## src/rtl/ob_scan_console.sv

```systemverilog
// Host side of the CPU observer port: debounced buttons pick mode/register, the sampled
// word is captured after a settle blackout and scanned out as 8 hex digits on a 7-seg display.
module ob_scan_console #(
  parameter int DATA_W      = 32,
  parameter int SEL_W       = 5,
  parameter int DIGITS      = 8,
  parameter int DEB_CYC     = 100000,
  parameter int REFRESH_DIV = 50000,
  parameter int SETTLE_CYC  = 2
) (
  input  logic              clk,
  input  logic              rst,
  input  logic              btn_mode_i,
  input  logic              btn_next_i,
  input  logic              btn_prev_i,
  output logic [SEL_W-1:0]  ob_sel_o,
  output logic [2:0]        ob_mode_o,
  input  logic [DATA_W-1:0] ob_data_i,
  output logic [7:0]        seg_o,
  output logic [DIGITS-1:0] an_o
);

  localparam int DCW = $clog2(DEB_CYC + 1);
  localparam int RCW = $clog2(REFRESH_DIV + 1);
  localparam int SCW = $clog2(SETTLE_CYC + 1);
  localparam int IW  = $clog2(DIGITS);
  localparam logic [DCW-1:0] DEB_MAX = DCW'(DEB_CYC - 1);
  localparam logic [RCW-1:0] REF_MAX = RCW'(REFRESH_DIV - 1);
  localparam logic [IW-1:0]  IDX_MAX = IW'(DIGITS - 1);

  // button index: 0 mode, 1 next, 2 prev
  logic [2:0]     btn_raw, sync1, sync2, acc, pulse;
  logic [DCW-1:0] deb_cnt [3];

  logic [SEL_W-1:0]  sel_nx;
  logic [2:0]        mode_nx;
  logic [SCW-1:0]    settle_cnt;
  logic [DATA_W-1:0] shadow;
  logic [RCW-1:0]    ref_cnt;
  logic [IW-1:0]     idx;
  logic [3:0]        nib;

  assign btn_raw = {btn_prev_i, btn_next_i, btn_mode_i};

  always_ff @(posedge clk or negedge rst) begin
    if (!rst) begin
      sync1 <= '0;
      sync2 <= '0;
      acc   <= '0;
      for (int i = 0; i < 3; i++) deb_cnt[i] <= '0;
    end else begin
      sync1 <= btn_raw;
      sync2 <= sync1;
      for (int i = 0; i < 3; i++) begin
        if (sync2[i] == acc[i]) begin
          deb_cnt[i] <= '0;
        end else if (deb_cnt[i] == DEB_MAX) begin
          acc[i]     <= sync2[i];
          deb_cnt[i] <= '0;
        end else begin
          deb_cnt[i] <= deb_cnt[i] + 1'b1;
        end
      end
    end
  end

  // Pulse fires in the cycle whose edge flips the accepted level 0->1.
  always_comb begin
    pulse = '0;
    for (int i = 0; i < 3; i++)
      pulse[i] = sync2[i] & ~acc[i] & (deb_cnt[i] == DEB_MAX);
  end

  // Mode: 0 GPR, 1 PC, 2 IR, 3 ALU A, 4 ALU B, 5 ALU out. Mode pulse has priority.
  always_comb begin
    sel_nx  = ob_sel_o;
    mode_nx = ob_mode_o;
    if (pulse[0]) begin
      mode_nx = (ob_mode_o == 3'd5) ? 3'd0 : ob_mode_o + 3'd1;
    end else if (ob_mode_o == 3'd0 && (pulse[1] ^ pulse[2])) begin
      sel_nx = pulse[1] ? ob_sel_o + SEL_W'(1) : ob_sel_o - SEL_W'(1);
    end
  end

  // Observer output is registered, so hold off capture until it reflects the new sel/mode.
  always_ff @(posedge clk or negedge rst) begin
    if (!rst) begin
      ob_sel_o   <= '0;
      ob_mode_o  <= '0;
      settle_cnt <= SCW'(SETTLE_CYC);
      shadow     <= '0;
    end else begin
      ob_sel_o  <= sel_nx;
      ob_mode_o <= mode_nx;
      if (sel_nx != ob_sel_o || mode_nx != ob_mode_o)
        settle_cnt <= SCW'(SETTLE_CYC);
      else if (settle_cnt != '0)
        settle_cnt <= settle_cnt - 1'b1;
      if (settle_cnt == '0)
        shadow <= ob_data_i;
    end
  end

  assign nib = shadow[idx*4 +: 4];

  always_ff @(posedge clk or negedge rst) begin
    if (!rst) begin
      ref_cnt <= '0;
      idx     <= '0;
      an_o    <= '1;
      seg_o   <= 8'hFF;
    end else begin
      if (ref_cnt == REF_MAX) begin
        ref_cnt <= '0;
        idx     <= (idx == IDX_MAX) ? '0 : idx + 1'b1;
      end else begin
        ref_cnt <= ref_cnt + 1'b1;
      end
      an_o  <= ~(DIGITS'(1) << idx);
      seg_o <= {1'b1, hex7(nib)};
    end
  end

  function automatic logic [6:0] hex7(input logic [3:0] v);
    case (v)
      4'h0: hex7 = 7'h40;
      4'h1: hex7 = 7'h79;
      4'h2: hex7 = 7'h24;
      4'h3: hex7 = 7'h30;
      4'h4: hex7 = 7'h19;
      4'h5: hex7 = 7'h12;
      4'h6: hex7 = 7'h02;
      4'h7: hex7 = 7'h78;
      4'h8: hex7 = 7'h00;
      4'h9: hex7 = 7'h10;
      4'hA: hex7 = 7'h08;
      4'hB: hex7 = 7'h03;
      4'hC: hex7 = 7'h46;
      4'hD: hex7 = 7'h21;
      4'hE: hex7 = 7'h06;
      default: hex7 = 7'h0E;
    endcase
  endfunction

endmodule

```

## config.mk

```make
export PLATFORM = sky130hd
export DESIGN_NAME = ob_scan_console
export DESIGN_NICKNAME = d
export VERILOG_FILES = /design/src/rtl/ob_scan_console.sv
export SDC_FILE = /design/constraint.sdc
export NUM_CORES = 1
export LEC_CHECK = 0
export ABC_AREA = 1
export CORE_MARGIN = 2
export CORE_UTILIZATION = 60
export CTS_CLUSTER_DIAMETER = 80
export CTS_CLUSTER_SIZE = 30
export DETAILED_ROUTE_END_ITERATION = 10
export PLACE_DENSITY = 0.82
export SETUP_SLACK_MARGIN = 0.15
export SLEW_MARGIN = 10
export SYNTH_ARGS = -nofsm -noshare
export SYNTH_HDL_FRONTEND = slang
export SYNTH_SLANG_ARGS = --single-unit
```

## constraint.sdc

```tcl
create_clock -name clk -period 6.6 [get_ports clk]
set_clock_uncertainty 0.15 [all_clocks]
set_input_delay 1.32 -clock clk [delete_from_list [all_inputs] [get_ports clk]]
set_output_delay 1.32 -clock clk [all_outputs]
set_load 0.05 [all_outputs]
```

==> out/qor.yml <==
crit_slowest_cell: "clkdlybuf4s50_1"
arrival_ns: 1.76
finalSetupTns_ns: 0
yosysSeqAreaShare_pct: 49.4
cts_root_buf: "clkbuf_16"
h-tree-depth: 4
cts_made_buffers: 17
total_leakage_power_nw: 3.89
path_class: "flop to output pin"
timing.fmax_ghz: 0.309
fin_crit_ns: 3.23
grt_pass1_wl_um: 26300
crit_path_max_fanout: 1
rrSetupSlack_ns: 3.80
seq_area_um2: 3420
die_w_um: 111
rows: 39
drive_above_1_share_pct: 11.6
num_antenna_cells: 0
ir_drop_uv: 327
hold_start: "sync1[0]"
multi_input_area_um2: 2940
post_cts_buffers: 0
cap_violations: 0
setup_violations: 0
portBuffers: 59
ys_types: 52
clk_pin_slew_ns: 0.06
globalplace.congestion: 0.905
fp.dieArea_um2: 12400
avgSynthCellArea_um2: 8.44
hpwl_um: 10300
period_share_pct: 49.0
filler_cell_count: 833
clock_path_buffers: 2
reg2reg_depth: 10
hold_class: "flop to flop"
cp_num_buf_inv: 1
vias_per_cell: 5.40
timing.slew.headroom_pct: 42.5
critPathLaunchType: "flop"
ant_nets: 0
nNetsFinal: 947
hold_path_end: "sync2[0]"
ctsResizeCount: 0
synth_area_um2: 6920
finalHoldViolCount: 0
core_area_um2: 11300
cts_hold_buf: 0
placed_cells: 1010
grt-ovfl-total: 0
fin_total_pwr_w: 0.00205
tritoncts: "done"
pin_count: 61
syn2layout_area_growth_pct: 20.0
ys_seq_elements: 136
clk_latency_ns: 0.42
reg2reg_to: "seg_o[0]"
grt_usage_pct: 26.4
die_y_um: 111
crit_family: "buffers and inverters"
dr.pass1.iters: 5
hold_depth: 0
powerDensity_nw_per_um2: 247
start_util_pct: 61.2
grt_max_degree: 72
syn_nets: 881
worst_path_largest_cell_delay_ns: 0.82
worstPathRequired_ns: 5.13
grt_pass1_vias: 5620
status: "finished clean"
rsz0062_at_grt: "no"
crit_chain: "clkdlybuf4s50_1"
via_count: 5623
syn_inst: 820
drcViolationCount: 0
dr.first_iter.drc_count: 463
drv_slew: 0
worst_pin_slew_ns: 0.863
r2r_start: "idx[0]"
final_cells: 1042
yosys_warnings: 0
cts_sinks: 136
wl_um: 15100
end_kind: "output pin"
antenna_found_initial: 0
wl_per_cell_um: 14.5
==> cell type report <==
type / instances / share of cell area, %
Tap cell: 143 / 2.15
Clock inverter: 15 / 3.03
Multi-Input combinational cell: 541 / 35.4
Clock buffer: 17 / 5.12
Inverter: 129 / 5.86
Timing Repair Buffer: 61 / 7.26
Sequential cell: 136 / 41.2
==> through the flow <==
step | util [%] | hold slack [ns] | instance area [um^2] | setup WS [ns]
floorplan | - | 0.181 | 6920 | 4.33
global placement | 67.4 | 0.187 | 7630 | 3.57
detailed placement | 67.4 | 0.187 | 7630 | 3.53
CTS | 73.4 | 0.201 | 8310 | 3.35
global route | 73.4 | 0.208 | 8310 | 3.33
finish | 73.4 | 0.199 | 8310 | 3.37
==> cell families (layout without fill, tap and decap cells) <==
| logic type | Yosys count | after routing | synth area share, % |
|---|---|---|---|
| compound gates | 122 | 122 | 10.0 |
| buf+inv | 143 | 222 | 8.08 |
| flops | 136 | 136 | 49.4 |
| fa+ha+maj | 24 | 24 | 4.45 |
| other cells | 1 | 1 | 0.0542 |
| simple gates | 376 | 376 | 25.7 |
| xor+xnor | 18 | 18 | 2.28 |
==> power breakdown <==
group	leakage (nW)	switching, W	internal, W
clock network	0.308	0.000366	0.000709
registers	1.73	0.00000978	0.000857
logic	1.85	0.0000666	0.0000420
total	3.89	0.000442	0.00161
==> sequential cells by signal (all words and copies together) (netlist names), 5 cells and up <==
| register | flops |
|---|---|
| shadow | 32 |
| ref_cnt | 16 |
| seg_o | 7 |
| deb_cnt | 51 |
| ob_sel_o | 5 |
| an_o | 8 |
==> how the worst max path moves through the flow <==
stage | startpoint | slack [ns] | end | cells after the start
2_1_floorplan | deb_cnt[17] | 4.33 | ob_sel_o[4] | 16
3_3_place_gp | rst | 3.57 | deb_cnt[40] | 2
3_5_place_dp | rst | 3.53 | deb_cnt[40] | 2
4_1_cts | an_o[6] | 3.35 | an_o[6] | 1
5_1_grt | an_o[6] | 3.33 | an_o[6] | 1
6_report | an_o[6] | 3.37 | an_o[6] | 1
==> per-layer routing <==
layer / global-route usage [%] / vias to the layer above / wire length, um
met5: 0 / - / 0
met4: 7.65 / 0 / 228
met3: 7.62 / 22 / 727
met2: 44.6 / 147 / 7640
met1: 33.6 / 2680 / 6480
li1: - / 2774 / -
==> layout by cell type, fill, tap and decap left out, types with 3 or more instances in the layout <==
cell type	Yosys	routed
clkdlybuf4s50_1	0	58
nor4_1	9	9
nor2_2	10	10
o21ai_1	10	10
nand4_1	15	15
inv_1	120	120
dfrtp_1	120	120
bufinv_16	0	6
xnor2_1	4	4
nor2_4	7	7
clkinvlp_4	0	6
nor3b_1	5	5
nand3_2	10	10
ha_1	23	23
a211oi_1	3	3
o211ai_1	4	4
nor3_1	18	18
clkbuf_16	0	17
inv_2	7	7
nand2_2	5	5
a21oi_1	41	41
dfstp_2	16	16
xor2_1	14	14
nand2_1	179	179
buf_4	2	3
clkinv_4	0	3
o21ai_0	47	47
nand3_1	36	36
nor2_1	72	72
==> synthesized netlist by cell type (all sizes together) <==
| cell | number | area share (%) |
|---|---|---|
| clkbuf | 7 | 0.38 |
| o2111ai | 1 | 0.13 |
| nor3b | 5 | 0.54 |
| ha | 23 | 4.2 |
| nor2 | 89 | 5.9 |
| a211oi | 3 | 0.33 |
| dfrtp | 120 | 43 |
| o31a | 1 | 0.13 |
| xor2 | 14 | 1.8 |
| a21oi | 42 | 3.1 |
| a221oi | 2 | 0.25 |
| o21ai | 60 | 4.6 |
| o221a | 1 | 0.16 |
| clkinv | 1 | 0.054 |
| buf | 7 | 0.67 |
| nor4 | 10 | 1.1 |
| nor3 | 20 | 1.7 |
| nand3 | 46 | 4.0 |
| fa | 1 | 0.29 |
| or2 | 2 | 0.18 |
| a311oi | 1 | 0.13 |
| o21a | 2 | 0.22 |
| o21bai | 2 | 0.27 |
| and3 | 2 | 0.18 |
| xnor2 | 4 | 0.51 |
| nand3b | 1 | 0.11 |
| o31ai | 1 | 0.11 |
| inv | 128 | 7.0 |
| a31oi | 2 | 0.18 |
| nand2 | 185 | 10 |
| nand4 | 16 | 1.5 |
| o211ai | 4 | 0.43 |
| conb | 1 | 0.054 |
| dfstp | 16 | 6.1 |
No activity file was read; power rests on OpenSTA's default activity.
